<file path="config.mk">
export PLATFORM = sky130hd
export DESIGN_NAME = o_serdes_flat
export DESIGN_NICKNAME = d
export VERILOG_FILES = /design/src/rtl/o_serdes_if.sv /design/src/rtl/o_serdes.sv /design/src/flat_wrapper.sv
export SDC_FILE = /design/constraint.sdc
export NUM_CORES = 1
export LEC_CHECK = 0
export CORE_UTILIZATION = 40
export DETAILED_ROUTE_END_ITERATION = 16
export HOLD_SLACK_MARGIN = 0.12
export PLACE_DENSITY = 0.6
export SLEW_MARGIN = 10
export SYNTH_ARGS = -nofsm -noshare
export SYNTH_HDL_FRONTEND = slang
export SYNTH_SLANG_ARGS = --single-unit
export TNS_END_PERCENT = 1
</file>
<file path="constraint.sdc">
create_clock -name CLK_IN -period 2 [get_ports CLK_IN]
set_input_delay 0.4 -clock CLK_IN [delete_from_list [all_inputs] [get_ports CLK_IN]]
set_output_delay 0.4 -clock CLK_IN [all_outputs]
set_load 0.02 [all_outputs]
</file>
<file path="src/rtl/o_serdes_if.sv">
// Parallel-word handshake and serial output bundle for o_serdes.
// Signal names match the original flat ports so existing fabric code maps directly.
interface o_serdes_if #(
    parameter int WIDTH = 4
);
    logic [WIDTH-1:0] D;
    logic             DATA_VALID;
    logic             DATA_READY;
    logic             EN;
    logic             FIFO_RST;
    logic             OE_IN;
    logic             Q;
    logic             OE_OUT;
    logic             WORD_START;
    logic             UNDERFLOW;

    modport master (
        output D, DATA_VALID, EN, FIFO_RST, OE_IN,
        input  DATA_READY, Q, OE_OUT, WORD_START, UNDERFLOW
    );

    modport slave (
        input  D, DATA_VALID, EN, FIFO_RST, OE_IN,
        output DATA_READY, Q, OE_OUT, WORD_START, UNDERFLOW
    );
endinterface

</file>
<file path="src/rtl/o_serdes.sv">
// Transmit serializer: 4-deep word FIFO feeding an MSB-first shifter, one bit per CLK_IN.
// Words are chained gap-free; a break in the stream while EN=1 pulses UNDERFLOW.
module o_serdes #(
    parameter int   WIDTH    = 4,
    parameter logic IDLE_BIT = 1'b0
) (
    input  logic     CLK_IN,
    input  logic     RST,
    o_serdes_if.slave bus
);
    localparam int               CW        = $clog2(WIDTH);
    localparam logic [CW-1:0]    CNT_MAX   = CW'(WIDTH - 1);
    localparam logic [WIDTH-1:0] IDLE_WORD = {WIDTH{IDLE_BIT}};

    if (!(WIDTH == 3 || WIDTH == 4 || WIDTH == 6 || WIDTH == 7 ||
          WIDTH == 8 || WIDTH == 9 || WIDTH == 10)) begin : g_width_check
        $error("o_serdes: unsupported WIDTH %0d", WIDTH);
    end

    typedef enum logic {IDLE, SHIFT} state_t;

    state_t           state, state_nxt;
    logic [WIDTH-1:0] mem [4];
    logic [1:0]       wp, rp;
    logic [2:0]       count;
    logic [WIDTH-1:0] sr, sr_nxt;
    logic [CW-1:0]    cnt, cnt_nxt;
    logic             word_start, word_start_nxt;
    logic             underflow, underflow_nxt;
    logic             oe_out;
    logic             push, pop, avail;

    // FIFO_RST hides the queued words from the load decision in the same cycle it clears them.
    assign bus.DATA_READY = (count < 3'd4);
    assign push           = bus.DATA_VALID && bus.DATA_READY && !bus.FIFO_RST;
    assign avail          = (count != 3'd0) && !bus.FIFO_RST;

    assign bus.Q          = sr[WIDTH-1];
    assign bus.OE_OUT     = oe_out;
    assign bus.WORD_START = word_start;
    assign bus.UNDERFLOW  = underflow;

    always_comb begin
        state_nxt      = state;
        sr_nxt         = sr;
        cnt_nxt        = cnt;
        word_start_nxt = 1'b0;
        underflow_nxt  = 1'b0;
        pop            = 1'b0;
        if (state == SHIFT && cnt != '0) begin
            sr_nxt  = {sr[WIDTH-2:0], IDLE_BIT};
            cnt_nxt = cnt - 1'b1;
        end else if (bus.EN && avail) begin
            pop            = 1'b1;
            sr_nxt         = mem[rp];
            cnt_nxt        = CNT_MAX;
            word_start_nxt = 1'b1;
            state_nxt      = SHIFT;
        end else begin
            underflow_nxt = (state == SHIFT) && bus.EN;
            sr_nxt        = IDLE_WORD;
            cnt_nxt       = '0;
            state_nxt     = IDLE;
        end
    end

    always_ff @(posedge CLK_IN or posedge RST) begin
        if (RST) begin
            state      <= IDLE;
            sr         <= IDLE_WORD;
            cnt        <= '0;
            word_start <= 1'b0;
            underflow  <= 1'b0;
            oe_out     <= 1'b0;
        end else begin
            state      <= state_nxt;
            sr         <= sr_nxt;
            cnt        <= cnt_nxt;
            word_start <= word_start_nxt;
            underflow  <= underflow_nxt;
            oe_out     <= bus.OE_IN;
        end
    end

    always_ff @(posedge CLK_IN or posedge RST) begin
        if (RST) begin
            wp    <= '0;
            rp    <= '0;
            count <= '0;
        end else if (bus.FIFO_RST) begin
            wp    <= '0;
            rp    <= '0;
            count <= '0;
        end else begin
            if (push) wp <= wp + 1'b1;
            if (pop)  rp <= rp + 1'b1;
            case ({push, pop})
                2'b10:   count <= count + 1'b1;
                2'b01:   count <= count - 1'b1;
                default: count <= count;
            endcase
        end
    end

    always_ff @(posedge CLK_IN) begin
        if (push) mem[wp] <= bus.D;
    end
endmodule

</file>
<file path="src/flat_wrapper.sv">
// flat-port wrapper written by rule: the top's interface ports become plain ports
module o_serdes_flat 
#(
    parameter int   WIDTH    = 4,
    parameter logic IDLE_BIT = 1'b0
)
  (CLK_IN, RST, bus_D, bus_DATA_VALID, bus_EN, bus_FIFO_RST, bus_OE_IN, bus_DATA_READY, bus_Q, bus_OE_OUT, bus_WORD_START, bus_UNDERFLOW);
  o_serdes_if #(.WIDTH(WIDTH)) bus_i ();
  input  logic CLK_IN;
  input  logic RST;
  input wire logic [$bits(bus_i.D)-1:0] bus_D;
  input wire logic [$bits(bus_i.DATA_VALID)-1:0] bus_DATA_VALID;
  input wire logic [$bits(bus_i.EN)-1:0] bus_EN;
  input wire logic [$bits(bus_i.FIFO_RST)-1:0] bus_FIFO_RST;
  input wire logic [$bits(bus_i.OE_IN)-1:0] bus_OE_IN;
  output wire logic [$bits(bus_i.DATA_READY)-1:0] bus_DATA_READY;
  output wire logic [$bits(bus_i.Q)-1:0] bus_Q;
  output wire logic [$bits(bus_i.OE_OUT)-1:0] bus_OE_OUT;
  output wire logic [$bits(bus_i.WORD_START)-1:0] bus_WORD_START;
  output wire logic [$bits(bus_i.UNDERFLOW)-1:0] bus_UNDERFLOW;
  assign bus_i.D = bus_D;
  assign bus_i.DATA_VALID = bus_DATA_VALID;
  assign bus_i.EN = bus_EN;
  assign bus_i.FIFO_RST = bus_FIFO_RST;
  assign bus_i.OE_IN = bus_OE_IN;
  assign bus_DATA_READY = bus_i.DATA_READY;
  assign bus_Q = bus_i.Q;
  assign bus_OE_OUT = bus_i.OE_OUT;
  assign bus_WORD_START = bus_i.WORD_START;
  assign bus_UNDERFLOW = bus_i.UNDERFLOW;
  o_serdes #(.WIDTH(WIDTH), .IDLE_BIT(IDLE_BIT)) u_core (.CLK_IN(CLK_IN), .RST(RST), .bus(bus_i));
endmodule
</file>
Word level (Yosys, flattened, before mapping)

Memories as Yosys holds them, arrays and structs flattened.
Cells that the tools add are included.

Add/sub/neg operators: 5
$lt $le $gt $ge: 1
Eq/ne operators: 2
Muxes and demuxes: 16
Reduce and logical (&&, ||, !) cells: 12

Operator list:

| operator            | count |
|---|---|
| $mux 2              | 6 |
| $mux 4              | 2 |
| $logic_and 1x1->1   | 6 |
| $mux 1              | 6 |
| $pmux 3 s2          | 1 |
| $reduce_bool 2->1   | 3 |
| $reduce_bool 3->1   | 2 |
| $add 2x1->2 const B | 2 |
| $add 3x1->3 const B | 1 |
| $lt 3x3->1 const B  | 1 |
| $mux 3              | 1 |
| $sub 3x1->3 const B | 1 |
| $eq 2x1->1 const B  | 1 |
| $eq 2x2->1 const B  | 1 |
| $sub 2x1->2 const B | 1 |
| $logic_not 1->1     | 1 |

Register bits: 17
Bits in writable memories: 16
Input port bits: 10
Output and inout port bits: 5
Word-level logic and storage cells: 46
Memories kept: 1

Memories:

| name       | words | width | read ports | clocked after memory_dff | wr ports | RTL line       | source |
|---|---|---|---|---|---|---|---|
| u_core.mem | 4     | 4     | 1          | 0                        | 1        | o_serdes.sv:23 | `logic [WIDTH-1:0] mem [4];` |

Logic depth before layout (Yosys ltp)

Gate-level depths: netlist of run 1.

Depth after elaboration: 8
Depth in mapped cells: 8
Mapped depth without buffers: 8

Least setup slack after synthesis of run 1

OpenSTA, ideal clock, no wires.

Path type: register to register
Start point: reg u_core.cnt[0]
End point: reg u_core.count[1]
Setup time: 0.124 ns
Data arrival time: 1.707 ns
Path slack: 0.169 ns
Stages on the path, launching flop included: 8
Path buffers: 0
Clock period less this slack: 1.831 ns
Cell sequence: dfrtp_1 > inv_1 > ha_1 > and2b_1 > nor4_4 > fa_1 > o21ai_0 > a21oi_2

Longest elaborated chain between the ends: 6
Elaborated cells between the ends (all ways): 8

Ends and longest elaborated chain:

| item                                            | RTL line        | source |
|---|---|---|
| from (decl)                                     | o_serdes.sv:27  | `logic [CW-1:0] cnt, cnt_nxt;` |
| from (signal assigned)                          | o_serdes.sv:78  | `cnt <= cnt_nxt;` |
| $reduce_bool 2->1 *                             | o_serdes.sv:50  | `if (state == SHIFT && cnt != '0) begin` |
| $logic_and 1x1->1 *                             | o_serdes.sv:50  |  |
| $mux 1 *                                        | o_serdes.sv:50  |  |
| $eq 2x1->1 / $eq 2x2->1 (equally long branches) | o_serdes.sv:97  | `case ({push, pop})` |
| $pmux 3 s2                                      | o_serdes.sv:97  |  |
| $mux 3                                          | o_serdes.sv:90  | `end else if (bus.FIFO_RST) begin` |
| to (signal assigned)                            | o_serdes.sv:98  | `2'b10: count <= count + 1'b1;` |
| to (signal assigned)                            | o_serdes.sv:99  | `2'b01: count <= count - 1'b1;` |
| to (signal assigned)                            | o_serdes.sv:100 | `default: count <= count;` |
| to (decl)                                       | o_serdes.sv:25  | `logic [2:0] count;` |

Mark *: on every way between the ends. The rest lies on a longest branch, timed or not.
A chain may end at the register's enable or synchronous reset.

Worst setup path in the final report of run 1

Start point: reg u_core.count[2]
End point: out bus_DATA_READY

Longest elaborated chain between the ends: 1

Ends and longest elaborated chain:

| item       | RTL line           | source |
|---|---|---|
| $lt 3x3->1 | o_serdes.sv:34     | `assign bus.DATA_READY = (count < 3'd4);` |
| to (decl)  | flat_wrapper.sv:16 | `output wire logic [$bits(bus_i.DATA_READY)-1:0] bus_DATA_READY;` |

No other way between the ends.

==> results of run 1 <==
power breakdown:
group	switching (W)	total (W)	internal [W]	leakage [nW]
clock	0.000217	0.000421	0.000204	0.0413
sequential	0.0000339	0.000789	0.000755	0.374
combinational	0.000103	0.000215	0.000112	0.298
cell type report:
class	instances	area, um2	area share [%]
multi-input cells	57	503	28.5
clock inverters	1	5.00	0.284
clock buffers	7	65.1	3.69
inverters	7	26.3	1.49
well taps	46	57.6	3.26
flip-flops and latches	33	906	51.4
repair buffers	22	200	11.4
cells in the final DEF, fill, tap and decap left out, types with 3 or more instances in the layout:
| cell type | count |
|---|---|
| sky130_fd_sc_hd__a21oi_1 | 3 |
| sky130_fd_sc_hd__a22o_1 | 3 |
| sky130_fd_sc_hd__and2_1 | 5 |
| sky130_fd_sc_hd__buf_4 | 8 |
| sky130_fd_sc_hd__clkbuf_4 | 5 |
| sky130_fd_sc_hd__clkdlybuf4s50_1 | 14 |
| sky130_fd_sc_hd__dfrtp_1 | 17 |
| sky130_fd_sc_hd__edfxtp_1 | 16 |
| sky130_fd_sc_hd__ha_1 | 5 |
| sky130_fd_sc_hd__inv_1 | 6 |
| sky130_fd_sc_hd__mux4_2 | 4 |
| sky130_fd_sc_hd__nand2_1 | 5 |
| sky130_fd_sc_hd__nand2b_1 | 3 |
| sky130_fd_sc_hd__nor2_1 | 4 |
| sky130_fd_sc_hd__o21ai_0 | 5 |
per-layer routing:
layer	share of wire, %	global-route usage [%]
met5	0	0
met4	2.3	6.98
met3	6.3	6.80
met2	48	23.1
met1	43	17.4
sequential cells by signal, indices dropped and copies added, names as in the netlist:
signal,flops
u_core.bus.UNDERFLOW,1
u_core.cnt,2
u_core.state,1
u_core.sr,4
u_core.bus.OE_OUT,1
u_core.rp,2
u_core.bus.WORD_START,1
u_core.count,3
u_core.wp,2
u_core.mem,16
critical path, cell delays in order, from the launching register on:
cell and delay [ps]:
sky130_fd_sc_hd__dfrtp_1 460, sky130_fd_sc_hd__inv_1 100, sky130_fd_sc_hd__clkdlybuf4s50_1 600
path summary, 6_finish.rpt:
kind                                  from              end  cells past startpoint
setup reg to reg             u_core.cnt[0]  u_core.count[2]                      8
hold reg to reg              u_core.cnt[0]    u_core.cnt[0]                      1
hold / removal                         RST     u_core.sr[3]                      2
min in group CLK_IN          u_core.cnt[0]    u_core.cnt[0]                      1
max in group asynchronous              RST     u_core.wp[1]                      2
setup / recovery           u_core.count[2]   bus_DATA_READY                      2
cells by family (layout without fill, tap and decap cells):
kind of cell               count (synthesis)  in the layout  share of synthesized area, %
muxes                                      5              5                          6.90
adders and majority gates                  6              6                          5.69
and+or+nand+nor                           30             30                          14.3
AOI/OAI and AO/OA                         14             14                          6.47
buffers and inverters                      9             37                          2.93
xor gates and xnor gates                   2              2                          1.21
DFF                                       33             33                          62.5
metrics by stage:
stage / cell area (um2) / setup TNS [ps] / hold WS, ps
2_1_floorplan: 1450 / 0 / 326
3_3_place_gp: 1690 / -9.53 / 454
3_5_place_dp: 1690 / -73.8 / 464
4_1_cts: 1760 / 0 / 459
5_1_grt: 1760 / 0 / 475
6_report: 1760 / 0 / 445
==> results.md, run 1 <==
STA:
- The number of pins exceeding their max-slew limit in the final report came to 0.
- Setup violations remaining at the end of the flow were counted as 0.
- The worst clock skew is 3.85 ps.
- The least setup slack across all paths after layout is 104 ps.
- The worst pin sits at a relative slew slack of 57.3%.
- The number of hold-slack violations in the final timing report is 0.
- The routed design could run at a clock period as short as 1900 ps.
- The transition time at the pin with the least slew margin is 640 ps.
- The highest clock rate is 527 MHz.
- Setup repair after global routing left no endpoint under its margin.
- The final period utilization is 94.8%.

GRT:
- Across every metal layer, demand over resource in global routing totals 14.8%.
- Entering global routing, the biggest net connects 18 pins.
- The number of antenna violations at the first check in global routing is 0.
- The via count of the first global-routing pass came to 867.
- The wire length of the first global-routing pass is 4.08 mm.
- The remaining global-route overflow is 0.

Floorplanning:
- The die area is 0.00387 mm2.
- The height of the die is 62.2 um.
- The number of placement rows is 21.
- For this design the top-level I/O count stands at 15.
- In this run the standard cell core region covers 0.00342 mm2.
- The die is 62.2 um wide.
- Once the floorplan was initialized, standard cells occupied 42.5% of the core.

Route:
- The final layout contains routed wiring with a total length of 2.36 mm.
- After detailed routing, the number of remaining DRC violations is 0.
- The vias after detailed routing is 853.
- The number of detailed-routing iterations run before antenna repair is 4.
- The post-detailed-route via-to-cell ratio is 4.93.
- The average wire per standard cell is 13.6 um.
- The post-route antenna net violation count is 0.
- After the first detailed-routing iteration, the DRC count stood at 38.

Synthesis:
- The proportion of netlist area held by the largest area contributor is 33.1%.
- The number of instances in the synthesized netlist is 99.
- The synthesized netlist occupies a cell area of 0.00145 mm2.
- The synthesized design spends more area on one cell type than any other, namely sky130_fd_sc_hd__edfxtp_1.
- The most common cell in the synthesized netlist is sky130_fd_sc_hd__dfrtp_1.
- The synthesized area divided by synthesized cell count is 14.6 um2.
- The number of nets in the synthesized netlist is 115.
- The synthesized design contains 16 enable-type register cells.
- The synthesis-stage register bit count is 33.
- In the post-synthesis netlist, the biggest area contributors are sky130_fd_sc_hd__edfxtp_1, sky130_fd_sc_hd__dfrtp_1, sky130_fd_sc_hd__mux4_2, sky130_fd_sc_hd__ha_1, sky130_fd_sc_hd__and2_1.
- The predominant post-synthesis flop cell is sky130_fd_sc_hd__dfrtp_1.
- After synthesis, the netlist uses 32 different library cells.
- By count the netlist is led by sky130_fd_sc_hd__dfrtp_1, sky130_fd_sc_hd__edfxtp_1, sky130_fd_sc_hd__inv_1.
- The count of synthesis-stage warnings from yosys is 0.
- Sequential elements use 62.5% of the synthesized area.
- Counting flops with an async set or reset pin after synthesis yields a share of 51.5%.

Critical path:
- The worst register-to-register path has a setup slack of 130 ps.
- The maximum fanout count along the critical path is 7.
- STA classifies the critical path startpoint as a register.
- Data on the critical path is required at its endpoint by 1600 ps.
- The data arrival time at the worst-slack endpoint is 1500 ps.
- The critical path is of the reg -> out type.
- The nature of the critical path endpoint is a primary output.

Finish:
- The layout-stage area growth over the synthesis result is 21.6%.
- The count of antenna diodes in the layout is 0.
- The layout filler cell count is 305.
- The end-of-flow core utilization is 51.6%.
- The number of cells in the finished layout apart from fillers is 173.
- The net count of the finished layout is 142.
- The proportion of layout cells with a drive suffix above 1 is 23.6%.

Placement:
- Input and output buffers added on the ports amount to 14.
- The final RePlAce weighted congestion is 0.706.
- The estimated wirelength of the detail-placed design is 1.73 mm.
- The number of instances in the placed design is 165.
- OpenSTA, run right after detailed placement, puts the worst setup slack at -46.5 ps.

Pwr:
- The post-route total power is 0.00142 W.
- The peak supply drop is 0.357 mV.
- The total power divided by cell area is 808 mW/mm2.
- The leakage power figure is 0.714 nW.

Clock network:
- The clock edge transition at the registers on the reported setup and hold paths is 100 ps.
- TritonCTS built the clock tree.
- The clock tree buffer depth is 2.
- The CTS root buffer is sky130_fd_sc_hd__clkbuf_4.
- The count of cells resized by post-cts repair is 0.
- The number of H-tree levels is 2.
- The number of clock sinks seen by CTS is 33.
- Clock tree synthesis inserted a total of 5 buffers.
- Hold repair after CTS inserted 0 buffers.
- Post-CTS timing repair inserted 0 buffers for setup.
- The clock reaches the later pin of the worst-skew pair after 330 ps.

Outcome:
- The run finished with clean final reports.

Job:
- Across the run, the number of max-cap violations was 0.

Hold path:
- The worst hold path belongs to the class in -> async.
Note: power is estimated with default switching activity, not from simulation.
==> run 2: changes to the inputs <==
Settings changed: ABC_AREA from default to 0.
==> results of run 2 <==
Final layout, timing and power as in run 1 (identical DEF).
==> run 3: changes to the inputs <==
Settings changed: CTS_CLUSTER_SIZE from default to 40.
==> results of run 3 <==
Final layout, timing and power as in run 1 (identical DEF).
